### config.mk
export PLATFORM = sky130hd
export DESIGN_NAME = pmt_action_fetch
export DESIGN_NICKNAME = d
export VERILOG_FILES = /design/src/rtl/pmt_action_fetch.sv
export SDC_FILE = /design/constraint.sdc
export NUM_CORES = 2
export LEC_CHECK = 0
export CAP_MARGIN = 20
export CORE_AREA = 2 2 423 425
export CTS_CLUSTER_DIAMETER = 30
export DETAILED_ROUTE_END_ITERATION = 10
export DIE_AREA = 0 0 425 427
export PLACE_DENSITY = 0.84
export REMOVE_ABC_BUFFERS = 1
export SLEW_MARGIN = 20
export SYNTH_ARGS = -nofsm -noshare
export SYNTH_HDL_FRONTEND = slang
export SYNTH_SLANG_ARGS = --single-unit
### constraint.sdc
create_clock -name clk -period 8.2 [get_ports clk]
set_clock_uncertainty 0.1 [all_clocks]
set_input_delay 2.05 -clock clk [delete_from_list [all_inputs] [get_ports clk]]
set_output_delay 2.05 -clock clk [all_outputs]
set_load 0.02 [all_outputs]
### src/rtl/pmt_action_fetch.sv
`default_nettype none
// ============================================================================
// Module   : pmt_action_fetch
// Purpose  : TCAM result -> action RAM lookup with show-ahead output FIFO,
//            skid-based in_ready and saturating statistics.
// Revision : 1.0  initial release
// ============================================================================
module pmt_action_fetch #(
   parameter int ADDR_WIDTH   = 5,
   parameter int DEPTH        = 32,
   parameter int ACTION_WIDTH = 64,
   parameter int TAG_WIDTH    = 8,
   parameter int FIFO_DEPTH   = 4,
   parameter int SKID         = 3
) (
   input  logic                    clk,
   input  logic                    rst_n,
   input  logic                    in_valid,
   input  logic                    match_found,
   input  logic [ADDR_WIDTH-1:0]   match_addr,
   input  logic [TAG_WIDTH-1:0]    in_tag,
   output logic                    in_ready,
   input  logic                    cfg_wr_en,
   input  logic [ADDR_WIDTH-1:0]   cfg_wr_addr,
   input  logic [ACTION_WIDTH-1:0] cfg_wr_data,
   input  logic                    cfg_def_wr_en,
   input  logic [ACTION_WIDTH-1:0] cfg_def_data,
   output logic                    out_valid,
   input  logic                    out_ready,
   output logic [ACTION_WIDTH-1:0] out_action,
   output logic                    out_hit,
   output logic [ADDR_WIDTH-1:0]   out_addr,
   output logic [TAG_WIDTH-1:0]    out_tag,
   output logic [15:0]             drop_cnt,
   output logic [15:0]             hit_cnt,
   output logic [15:0]             miss_cnt
);

   localparam int PTR_W = $clog2(FIFO_DEPTH);
   localparam int CNT_W = PTR_W + 1;
   localparam logic [CNT_W-1:0] C_FULL = CNT_W'(FIFO_DEPTH);

   logic [ACTION_WIDTH-1:0] r_ram [DEPTH];

   logic [ACTION_WIDTH-1:0] r_s2_data;
   logic                    r_s2_valid;
   logic                    r_s2_hit;
   logic [ADDR_WIDTH-1:0]   r_s2_addr;
   logic [TAG_WIDTH-1:0]    r_s2_tag;
   logic [ACTION_WIDTH-1:0] r_def;

   logic [ACTION_WIDTH-1:0] r_fifo_action [FIFO_DEPTH];
   logic                    r_fifo_hit    [FIFO_DEPTH];
   logic [ADDR_WIDTH-1:0]   r_fifo_addr   [FIFO_DEPTH];
   logic [TAG_WIDTH-1:0]    r_fifo_tag    [FIFO_DEPTH];
   logic [PTR_W-1:0]        r_wr_ptr;
   logic [PTR_W-1:0]        r_rd_ptr;
   logic [CNT_W-1:0]        r_count;

   logic [15:0]             r_drop_cnt;
   logic [15:0]             r_hit_cnt;
   logic [15:0]             r_miss_cnt;

   logic                    w_full;
   logic                    w_pop;
   logic                    w_push_ok;
   logic                    w_drop;
   logic [ACTION_WIDTH-1:0] w_entry_action;
   logic [31:0]             w_used;

   // Action RAM and its read register: no reset, and the read samples the
   // pre-write contents so a same-cycle config write returns the old word.
   always_ff @(posedge clk) begin
      if (cfg_wr_en)
         r_ram[cfg_wr_addr] <= cfg_wr_data;
      if (in_valid)
         r_s2_data <= r_ram[match_addr];
   end

   always_ff @(posedge clk or negedge rst_n) begin
      if (!rst_n) begin
         r_s2_valid <= 1'b0;
         r_s2_hit   <= 1'b0;
         r_s2_addr  <= '0;
         r_s2_tag   <= '0;
         r_def      <= '0;
      end else begin
         r_s2_valid <= in_valid;
         if (in_valid) begin
            r_s2_hit  <= match_found;
            r_s2_addr <= match_found ? match_addr : '0;
            r_s2_tag  <= in_tag;
         end
         if (cfg_def_wr_en)
            r_def <= cfg_def_data;
      end
   end

   // The default register is read before its update lands, so a default
   // write during S2 only affects later misses.
   assign w_entry_action = r_s2_hit ? r_s2_data : r_def;

   assign w_full    = (r_count == C_FULL);
   assign out_valid = (r_count != '0);
   assign w_pop     = out_valid && out_ready;
   assign w_push_ok = r_s2_valid && (!w_full || w_pop);
   assign w_drop    = r_s2_valid && w_full && !w_pop;

   always_ff @(posedge clk) begin
      if (w_push_ok) begin
         r_fifo_action[r_wr_ptr] <= w_entry_action;
         r_fifo_hit[r_wr_ptr]    <= r_s2_hit;
         r_fifo_addr[r_wr_ptr]   <= r_s2_addr;
         r_fifo_tag[r_wr_ptr]    <= r_s2_tag;
      end
   end

   always_ff @(posedge clk or negedge rst_n) begin
      if (!rst_n) begin
         r_wr_ptr   <= '0;
         r_rd_ptr   <= '0;
         r_count    <= '0;
         r_drop_cnt <= '0;
         r_hit_cnt  <= '0;
         r_miss_cnt <= '0;
      end else begin
         if (w_push_ok)
            r_wr_ptr <= r_wr_ptr + 1'b1;
         if (w_pop)
            r_rd_ptr <= r_rd_ptr + 1'b1;
         if (w_push_ok && !w_pop)
            r_count <= r_count + 1'b1;
         else if (!w_push_ok && w_pop)
            r_count <= r_count - 1'b1;
         if (w_drop && r_drop_cnt != 16'hFFFF)
            r_drop_cnt <= r_drop_cnt + 16'd1;
         if (w_push_ok && r_s2_hit && r_hit_cnt != 16'hFFFF)
            r_hit_cnt <= r_hit_cnt + 16'd1;
         if (w_push_ok && !r_s2_hit && r_miss_cnt != 16'hFFFF)
            r_miss_cnt <= r_miss_cnt + 16'd1;
      end
   end

   // Head entry is forced to zero when empty so outputs are clean in reset.
   always_comb begin
      out_action = '0;
      out_hit    = 1'b0;
      out_addr   = '0;
      out_tag    = '0;
      if (out_valid) begin
         out_action = r_fifo_action[r_rd_ptr];
         out_hit    = r_fifo_hit[r_rd_ptr];
         out_addr   = r_fifo_addr[r_rd_ptr];
         out_tag    = r_fifo_tag[r_rd_ptr];
      end
   end

   // In-flight lookups are the one being presented now (S1) and the one in S2.
   always_comb begin
      w_used   = 32'(r_count) + 32'(in_valid) + 32'(r_s2_valid);
      in_ready = (w_used + 32'(SKID)) <= 32'(FIFO_DEPTH);
   end

   assign drop_cnt = r_drop_cnt;
   assign hit_cnt  = r_hit_cnt;
   assign miss_cnt = r_miss_cnt;

endmodule
`default_nettype wire

==> metrics.txt <==
crit share post-route=87.4%; final wirelength=306000 µm; Clock Tree Buf Depth=4; crit path time final=7160 ps; CP arrival=5010 ps; Post-CTS Setup Bufs=0; asr flop ratio synth=5.24%; buffers added on ports=280; slew of the pin with the lowest slew margin=1210 ps; gpl congestion=0.789; unrepaired setup endpoints after global routing=no; P_leak=38.1 nW; crit-path cells=buf_4 > inv_1 > ha_1 > inv_1 > ha_1 > inv_1 > fa_1 > xnor2_1 > a221oi_1 > clkdlybuf4s50_1; via count=54600; GRT Util Overall=33.8%; # Max-Cap Violations=0; # hold bufs at CTS=0; DR iter-0 viols=10100; Clock transition at path regs=40 ps; CTS tree=built; Post-synth EDFFs=2424; first-pass GRT wire length=425000 µm; Hold Startpoint=drop_cnt[10]$_DFFE_PN0P_; Hold WS=402 ps; layout cell share with drive strength beyond 1=30.1%; Critical Path RT=6050 ps; status=complete, no violations; clock sinks=2558; reg2reg start=r_count[1]$_DFFE_PN0P_; Setup CP Type=in2out; chip width=425 µm; post-synthesis cell type count=57; VDD IR max=0.000226 V; DR WL/cell=40.3 µm; Mapped Area=96700 µm²; initial antenna violation count=34; Mapped Cells=4285; Hold Path Class=reg2reg; fin nets=5029; setup tns final=0 ps; Final Setup Violations=0; Max Clock Freq=140 MHz; syn_area_per_cell=22.6 µm²; num ports=281; DR pass1 iterations=9; DP Wirelength=135000 µm; main flop type after synthesis=edfxtp_1; grt total ovfl=0; Detail Route Antenna Nets=0; CP peak stage delay=690 ps; total CTS buffers=415; CP endpoint kind=primary output; Die Y=427 µm; worst-path maximum fanout=23; fillcell total=9935; starting density of the core=54.5%; register area share after synthesis=78.8%; DR vias/cell=7.20; most common cell after layout, fill and taps aside=edfxtp_1; total core area=177000 µm²; H-tree depth=5; Post-CTS Resized=0; CP dominant cell by count=inv_1; Area growth syn-to-layout=20.9%; Setup crit start kind=input port; Yosys reg bits=2558; CP Launch Point=in_valid; synth warn=0; # DRC=0; fin area=117000 µm²; CTS root buf=clkbuf_16; pins over their slew limit=0; Placed Area=103000 µm²; most frequent cells in the layout=edfxtp_1, mux4_2, clkbuf_16; Util after Layout=65.9%; Final Hold Viols=0; Die ar.=181000 µm²; fin cells=7582; Slowest-stage cell, CP=clkdlybuf4s50_1; # rows=155; largest net degree at the start of global routing=151; Cells after DPL=6794; Skew-Pair Late Insertion Delay=1000 ps; Power Dens Cells=319 nW/µm²; Slew Limit Headroom=18.9%; vias in the first global route=56100
[cell type report]
| class | instances | area (µm²) | share of cell area (%) |
|---|---|---|---|
| flip-flops and latches | 2558 | 76200 | 65.1 |
| inverters | 22 | 82.6 | 0.0706 |
| clock inverters | 289 | 3330 | 2.85 |
| repair buffers | 385 | 3860 | 3.30 |
| multi-input cells | 1480 | 19700 | 16.8 |
| clock buffers | 469 | 10800 | 9.22 |
| diodes | 24 | 60.1 | 0.0514 |
| well taps | 2355 | 2950 | 2.52 |
[per-stage QoR]
step / total power, mW / worst slack, ps
floorplan: 17.5 / 2050
global placement: 19.2 / 949
detailed placement: 19.3 / 1040
CTS: 37.3 / 1020
global route: 38.0 / 896
finish: 37.3 / 1040
[cell usage after synthesis, drive strengths merged (15+ instances only)]
master | count | area share [%]
mux2i | 75 | 0.78
edfxtp | 2424 | 75
buf | 123 | 0.68
dfrtp | 134 | 3.5
nand2 | 36 | 0.14
and2 | 86 | 0.56
nor4 | 43 | 0.28
o22ai | 178 | 1.2
xnor2 | 35 | 0.32
a221o | 15 | 0.16
nor3 | 15 | 0.089
mux4 | 552 | 13
clkbuf | 102 | 0.40
nor2 | 54 | 0.21
inv | 22 | 0.085
mux2 | 143 | 1.7
nand3 | 58 | 0.30
nand4 | 16 | 0.10
a22oi | 62 | 0.48
[critical path: cells and delay by family]
family	cells	cell delay (ps)
buffers and inverters	5	1440
AOI/OAI and AO/OA	1	450
adders and majority gates	3	890
xor gates and xnor gates	1	140
[state kept, by name (all words and copies together), names as in the netlist]
signal and cells:
r_fifo_action 256, r_s2_valid 1, r_def 64, miss_cnt 16, r_fifo_addr 20, hit_cnt 16
r_rd_ptr 2, r_s2_hit 1, r_s2_data 64, drop_cnt 16, r_wr_ptr 2, r_fifo_hit 4
r_s2_addr 5, r_fifo_tag 32, r_s2_tag 8, r_ram 2048, r_count 3
[per-layer routing]
metal / wire, µm / GRT usage [%]
met2: 148000 / 53.5
met3: 41100 / 9.20
met5: 92 / 0
met1: 93900 / 40.7
met4: 23100 / 23.1
[worst paths after layout]
check / slack [ps] / depth (start not counted) / to
worst max-delay path: 1040 / 10 / in_ready
worst min-delay path: 400 / 1 / drop_cnt[10]$_DFFE_PN0P_
worst max register to register: 5050 / 4 / r_fifo_action[1][49]$_DFFE_PP_
worst min register to register: 400 / 1 / drop_cnt[10]$_DFFE_PN0P_
max in group asynchronous: 5660 / 2 / r_def[50]$_DFFE_PN0P_
min in group asynchronous: 1030 / 1 / miss_cnt[5]$_DFFE_PN0P_
[power by group]
part | switching, mW | internal, mW
Clock | 6.74 | 11.3
Combinational | 2.21 | 1.72
Sequential | 0.396 | 15.0
Total | 9.35 | 28.0
[cell families (layout without fill, tap and decap cells)]
logic type	Yosys count	count (layout)	share of synthesized area, %
adders and majority gates	14	14	0.197
other	0	24	0
DFF	2558	2558	78.8
buffers and inverters	247	1165	1.16
muxes	770	770	15.3
and+or+nand+nor	358	358	2.06
AOI/OAI and AO/OA	289	289	2.05
xor gates and xnor gates	49	49	0.444
No activity file was read; power rests on OpenSTA's default activity.
